--- src/rtl/ysyx_23060201_wbu.sv ---
`default_nettype none
// ============================================================================
// Module      : ysyx_23060201_wbu
// Description : Write-back unit. Collects EXU (ALU) and LSU (load) results
//               over valid/ready handshakes into a small in-order FIFO and
//               drains it at one registered GPR write per cycle. It also
//               offers a combinational forwarding lookup over all
//               not-yet-written results and a 64-bit retire counter.
// Ports       : clk, rst_n                      - clock / async active-low reset
//               exu_valid/ready/rd/data         - EXU result handshake
//               lsu_valid/ready/rd/data         - LSU result handshake
//               gpr_wen/waddr/wdata             - registered GPR write port
//               fwd_raddr -> fwd_hit/fwd_data   - forwarding lookup
//               retire_cnt                      - results retired since reset
// Revision    : 1.0 - initial release
// ============================================================================
module ysyx_23060201_wbu #(
    parameter int GPR_ADDR_WIDTH = 5,
    parameter int DATA_WIDTH     = 32,
    parameter int DEPTH          = 4
) (
    input  logic                      clk,
    input  logic                      rst_n,
    input  logic                      exu_valid,
    output logic                      exu_ready,
    input  logic [GPR_ADDR_WIDTH-1:0] exu_rd,
    input  logic [DATA_WIDTH-1:0]     exu_data,
    input  logic                      lsu_valid,
    output logic                      lsu_ready,
    input  logic [GPR_ADDR_WIDTH-1:0] lsu_rd,
    input  logic [DATA_WIDTH-1:0]     lsu_data,
    output logic                      gpr_wen,
    output logic [GPR_ADDR_WIDTH-1:0] gpr_waddr,
    output logic [DATA_WIDTH-1:0]     gpr_wdata,
    input  logic [GPR_ADDR_WIDTH-1:0] fwd_raddr,
    output logic                      fwd_hit,
    output logic [DATA_WIDTH-1:0]     fwd_data,
    output logic [63:0]               retire_cnt
);

    localparam int c_PTR_W = $clog2(DEPTH);
    localparam int c_CNT_W = c_PTR_W + 1;

    localparam logic [c_CNT_W-1:0] c_FULL      = c_CNT_W'(DEPTH);
    // With both sources pushing, two free slots are needed.
    localparam logic [c_CNT_W-1:0] c_BOTH_MAX  = c_CNT_W'(DEPTH - 2);
    localparam logic [c_PTR_W-1:0] c_PTR_ONE   = c_PTR_W'(1);

    logic [c_PTR_W-1:0]        r_head;
    logic [c_PTR_W-1:0]        r_tail;
    logic [c_CNT_W-1:0]        r_count;
    logic [GPR_ADDR_WIDTH-1:0] r_rd   [DEPTH];
    logic [DATA_WIDTH-1:0]     r_data [DEPTH];

    logic                      w_lsu_push;
    logic                      w_exu_push;
    logic                      w_pop;
    logic [c_PTR_W-1:0]        w_exu_slot;

    // Ready looks only at the registered occupancy; a same-cycle pop does
    // not free a slot, which keeps ready off the pop path.
    assign lsu_ready  = (r_count < c_FULL);
    assign exu_ready  = lsu_valid ? (r_count <= c_BOTH_MAX) : (r_count < c_FULL);

    assign w_lsu_push = lsu_valid & lsu_ready;
    assign w_exu_push = exu_valid & exu_ready;
    assign w_pop      = (r_count != '0);

    // LSU entry is older: it takes the tail slot, EXU goes right behind it.
    assign w_exu_slot = r_tail + c_PTR_W'(w_lsu_push);

    // Control state with asynchronous reset.
    always_ff @(posedge clk or negedge rst_n) begin
        if (!rst_n) begin
            r_head     <= '0;
            r_tail     <= '0;
            r_count    <= '0;
            gpr_wen    <= 1'b0;
            gpr_waddr  <= '0;
            gpr_wdata  <= '0;
            retire_cnt <= '0;
        end else begin
            r_tail  <= r_tail + c_PTR_W'(w_lsu_push) + c_PTR_W'(w_exu_push);
            r_count <= r_count + c_CNT_W'(w_lsu_push) + c_CNT_W'(w_exu_push)
                       - c_CNT_W'(w_pop);
            if (w_pop) begin
                r_head     <= r_head + c_PTR_ONE;
                gpr_wen    <= (r_rd[r_head] != '0);
                gpr_waddr  <= r_rd[r_head];
                gpr_wdata  <= r_data[r_head];
                retire_cnt <= retire_cnt + 64'd1;
            end else begin
                gpr_wen    <= 1'b0;
            end
        end
    end

    // Payload storage needs no reset: slots are only read while counted valid.
    always_ff @(posedge clk) begin
        if (w_lsu_push) begin
            r_rd[r_tail]   <= lsu_rd;
            r_data[r_tail] <= lsu_data;
        end
        if (w_exu_push) begin
            r_rd[w_exu_slot]   <= exu_rd;
            r_data[w_exu_slot] <= exu_data;
        end
    end

    // Forwarding: scan from the output register through oldest to youngest
    // FIFO entry, letting each later match override, so the youngest wins.
    always_comb begin
        logic [c_PTR_W-1:0] w_idx;
        fwd_hit  = 1'b0;
        fwd_data = '0;
        w_idx    = '0;
        if (fwd_raddr != '0) begin
            if (gpr_wen && (gpr_waddr == fwd_raddr)) begin
                fwd_hit  = 1'b1;
                fwd_data = gpr_wdata;
            end
            for (int k = 0; k < DEPTH; k++) begin
                w_idx = r_head + c_PTR_W'(k);
                if ((c_CNT_W'(k) < r_count) && (r_rd[w_idx] == fwd_raddr)) begin
                    fwd_hit  = 1'b1;
                    fwd_data = r_data[w_idx];
                end
            end
        end
    end

endmodule
`default_nettype wire

--- config.mk ---
export PLATFORM = sky130hd
export DESIGN_NAME = ysyx_23060201_wbu
export DESIGN_NICKNAME = d
export VERILOG_FILES = /design/src/rtl/ysyx_23060201_wbu.sv
export SDC_FILE = /design/constraint.sdc
export NUM_CORES = 1
export LEC_CHECK = 0
export ABC_AREA = 1
export BUFFER_PORTS_ARGS = -buffer_cell sky130_fd_sc_hd__buf_2
export CAP_MARGIN = 0
export CORE_ASPECT_RATIO = 1.25
export CORE_MARGIN = 4
export CORE_UTILIZATION = 52
export DETAILED_ROUTE_END_ITERATION = 12
export PLACE_DENSITY_LB_ADDON = 0.25
export SETUP_SLACK_MARGIN = 0.05
export SLEW_MARGIN = 20
export SYNTH_ARGS = -nofsm -noshare
export SYNTH_HDL_FRONTEND = slang
export SYNTH_SLANG_ARGS = --single-unit
--- constraint.sdc ---
create_clock -name clk -period 5.1 [get_ports clk]
set_input_delay 0.255 -clock clk [delete_from_list [all_inputs] [get_ports clk]]
set_output_delay 0.255 -clock clk [all_outputs]
set_load 0.01 [all_outputs]
==> results_dict.tcl <==
set metrics [dict create \
    yosys_warnings 0 \
    cts_buffers 27 \
    cts-htree-levels 1 \
    final_nets 2664 \
    fmax_mhz 236.4 \
    cts-root-buf "clkbuf_16" \
    ys_types 37 \
    synthMuxAreaShare_pct 0.1178 \
    postCtsSetupBuffers 0 \
    synth_top_family_by_area "simple AND/OR/NAND/NOR gates" \
    r2r_cells 10 \
    grt_pass1_wl_um 80830 \
    clk_pin_slew_ns 0.06 \
    hold_class "in -> reg" \
    worstPathCellList "inv_4 -> nand2_2 -> nand2_2 -> inv_2 -> nand2_1 -> o21ai_1 -> xor2_1 -> nor2_1 -> nand3_1 -> inv_2 -> buf_4 -> nor2_1 -> a21oi_1 -> buf_2" \
    cp.required_ns 4.85 \
    firstDrtPassIters 6 \
    drt_iter0_markers 1997 \
    nFillCells 2968 \
    synthAdderAreaFrac_pct 0.6332 \
    syn_to_final_growth_pct 13.63 \
    p_per_area_nw_per_um2 594.6 \
    finalPower_uw 11480 \
    grt-ovfl-total 0 \
    holdPathEnd "r_data[3][17]$_DFFE_PP_" \
    post-route-min-period_ns 4.230 \
    clock_sinks 257 \
    wl_um 50970 \
    antenna_left 0 \
    arrival_ns 3.97 \
    setup_viol 0 \
    synth_compound_area_share_pct 14.94 \
    rsz0062_at_grt "false" \
    critPathSlowestCell "dfrtp_4" \
    placed_area_um2 18260 \
    grt_antenna_before_repair 5 \
    die_h_um 210.1 \
    via_per_inst 5.557 \
    ios 220 \
    placementRows 73 \
    crit_path_end_kind "primary output" \
    worstSkewPairLatency_ns 0.55 \
    worst_pin_slew_ns 1.006 \
    drive_gt1_share_pct 12.46 \
    outcome "complete, no violations" \
    clockBufferDepth 3 \
    yosysSeqAreaShare_pct 42.21 \
    cts_tree "done" \
    antenna_cells 0 \
    detailed_place_hpwl_um 37730 \
    synth_edf_count 148 \
    crit_path_max_fanout 63 \
    r2r_slack_ns 2.03 \
    hold_viol_final 0 \
    async_flop_share_pct 42.41 \
    initial_core_util_pct 53.00 \
    synthSimpleGateAreaFrac_pct 29.75 \
    syn_nets 2534 \
    vias 16699 \
    synth_top_flop_cell "edfxtp_1" \
    wl_per_cell_um 16.96 \
    slew_violations 0 \
    skew_ns 0.01494 \
    critical_path_class "reg -> out" \
    die_w_um 169.7 \
    synth_area_um2 16990 \
    fin_area_um2 19310 \
    cap_violations 0 \
    setup_tns_ns 0 \
    syn_area_per_cell_um2 6.956 \
    slowest_delay_ns 0.70 \
    drc 0 \
    numPortBuffers 219 \
    ir_drop_v 0.0003334 \
    postCtsResizedCells 0 \
    core-area_um2 32060 \
    hold_depth 3 \
    grt_use_total_pct 27.90 \
    r2r-end "r_data[0][1]$_DFFE_PP_" \
    die_area_um2 35650 \
    grt_pass1_vias 15136 \
    max_slew_margin_pct 32.95 \
    ys_ff_latch 257 \
    synth_xor_area_share_pct 3.608 \
    hold_buffers 1 \
    period_share_pct 82.94 \
    leakage_uw 0.009208 \
    gp_congestion 1.001 \
    critPathLaunchType "register" \
    synthCells 2443 \
    worstReg2RegStart "r_count[2]$_DFF_PN0_" \
    min_from "lsu_data[17]" \
    grt_max_degree 137 \
]
## worst max-delay path: cells and delay by family, from the launching register on
family	cells	cell delay [ns]
AOI/OAI and AO/OA	2	0.27
xor gates and xnor gates	1	0.15
buffers and inverters	5	1.46
DFF	1	0.70
and+or+nand+nor	6	0.82
## Yosys cell counts (3+ instances only)
cell type | instances | share of area (%)
buf_2 | 37 | 1.1
edfxtp_1 | 148 | 26
nor3_1 | 34 | 1.0
xor2_1 | 51 | 2.6
nand4_1 | 66 | 2.4
nand2_1 | 750 | 17
buf_4 | 4 | 0.18
o22ai_1 | 3 | 0.11
buf_1 | 12 | 0.27
nor2_2 | 7 | 0.26
nor2_1 | 226 | 5.0
inv_1 | 222 | 4.9
a21oi_1 | 37 | 1.1
or2_2 | 3 | 0.11
o21ai_0 | 424 | 12
xnor2_1 | 19 | 0.98
nand3b_1 | 3 | 0.13
ha_1 | 7 | 0.52
inv_2 | 6 | 0.13
o21ai_1 | 37 | 1.1
clkbuf_1 | 91 | 2.0
dfrtp_1 | 109 | 16
nand3_1 | 118 | 3.5
nor4_1 | 9 | 0.33
## stage by stage
| step | hold WS, ns | cells | util, % | setup slack [ns] |
|---|---|---|---|---|
| 6_report | 0.03228 | 3005 | 60.23 | 0.8701 |
| 5_1_grt | 0.04400 | 3005 | 60.23 | 0.5670 |
| 4_1_cts | 0.01169 | 3004 | 60.14 | 0.9222 |
| 3_5_place_dp | 0.3552 | 2954 | 56.96 | 1.496 |
| 3_3_place_gp | 0.3456 | 2954 | 56.96 | 1.565 |
| 2_1_floorplan | -0.04059 | 2443 | - | 1.064 |
## kinds of logic (layout without fill, tap and decap cells)
kind of cell,count (synthesis),in the layout
multiplexers,2,2
buffers and inverters,375,525
adder cells (fa/ha/maj),8,8
XOR/XNOR,70,70
AO/OA/AOI/OAI,505,505
flip-flops,257,257
AND/OR/NAND/NOR,1226,1226
## routing by layer
layer	vias to the layer above	global-route usage [%]	wire, um
met2	777	43.53	22460
met1	7547	40.08	22030
met3	112	4.502	4794
met4	10	8.803	1627
met5	-	0	57
li1	8253	-	-
## layout by cell type, fill, tap and decap left out, types with 4 or more instances in the layout
| cell | netlist | routed |
|---|---|---|
| ha_1 | 7 | 7 |
| buf_2 | 37 | 218 |
| nand3_2 | 1 | 5 |
| a21oi_1 | 37 | 37 |
| xnor2_1 | 19 | 19 |
| o21ai_1 | 37 | 37 |
| nor2_2 | 7 | 7 |
| dfrtp_1 | 109 | 108 |
| buf_4 | 4 | 26 |
| o21ai_4 | 0 | 4 |
| nand3_1 | 118 | 114 |
| inv_2 | 6 | 5 |
| nor2_1 | 226 | 226 |
| nand2_1 | 750 | 750 |
| clkinv_2 | 0 | 4 |
| nand4_1 | 66 | 66 |
| clkbuf_16 | 0 | 28 |
| nor4_1 | 9 | 9 |
| o21ai_0 | 424 | 420 |
| inv_1 | 222 | 222 |
| nor3_1 | 34 | 34 |
| xor2_1 | 51 | 51 |
| edfxtp_1 | 148 | 148 |
| bufinv_16 | 0 | 7 |
## how the worst max path moves through the flow
stage,startpoint,to,slack (ns),cells past startpoint
2_1_floorplan,r_count[2]$_DFF_PN0_,r_data[2][0]$_DFFE_PP_,1.06,4
3_3_place_gp,r_head[0]$_DFFE_PN0N_,fwd_data[16],1.57,14
3_5_place_dp,r_head[0]$_DFFE_PN0N_,fwd_data[15],1.50,14
4_1_cts,r_head[0]$_DFFE_PN0N_,fwd_data[15],0.92,14
5_1_grt,r_head[0]$_DFFE_PN0N_,fwd_data[15],0.57,14
6_report,r_head[0]$_DFFE_PN0N_,fwd_data[15],0.87,14
## flip-flops by register name, indices dropped and copies added (netlist names)
signal / count
r_rd: 20
r_head: 2
gpr_wen: 1
r_count: 3
gpr_waddr: 5
r_tail: 2
gpr_wdata: 32
r_data: 128
retire_cnt: 64
## final cells by class
type / count / area, um2 / share of cell area [%]
clock buffer: 32 / 743.2 / 3.849
tap: 412 / 515.5 / 2.670
inverter: 229 / 863.3 / 4.471
multi-input combinational: 1811 / 8399 / 43.50
clock inverter: 17 / 267.8 / 1.387
timing repair buffer: 247 / 1344 / 6.960
sequential: 257 / 7176 / 37.16
## power breakdown
part,total [uW],switching [uW],internal (uW)
combinational,5950,4220,1730
clock,2200,809,1390
sequential,3330,382,2950
(Power assumes the default switching activity.)
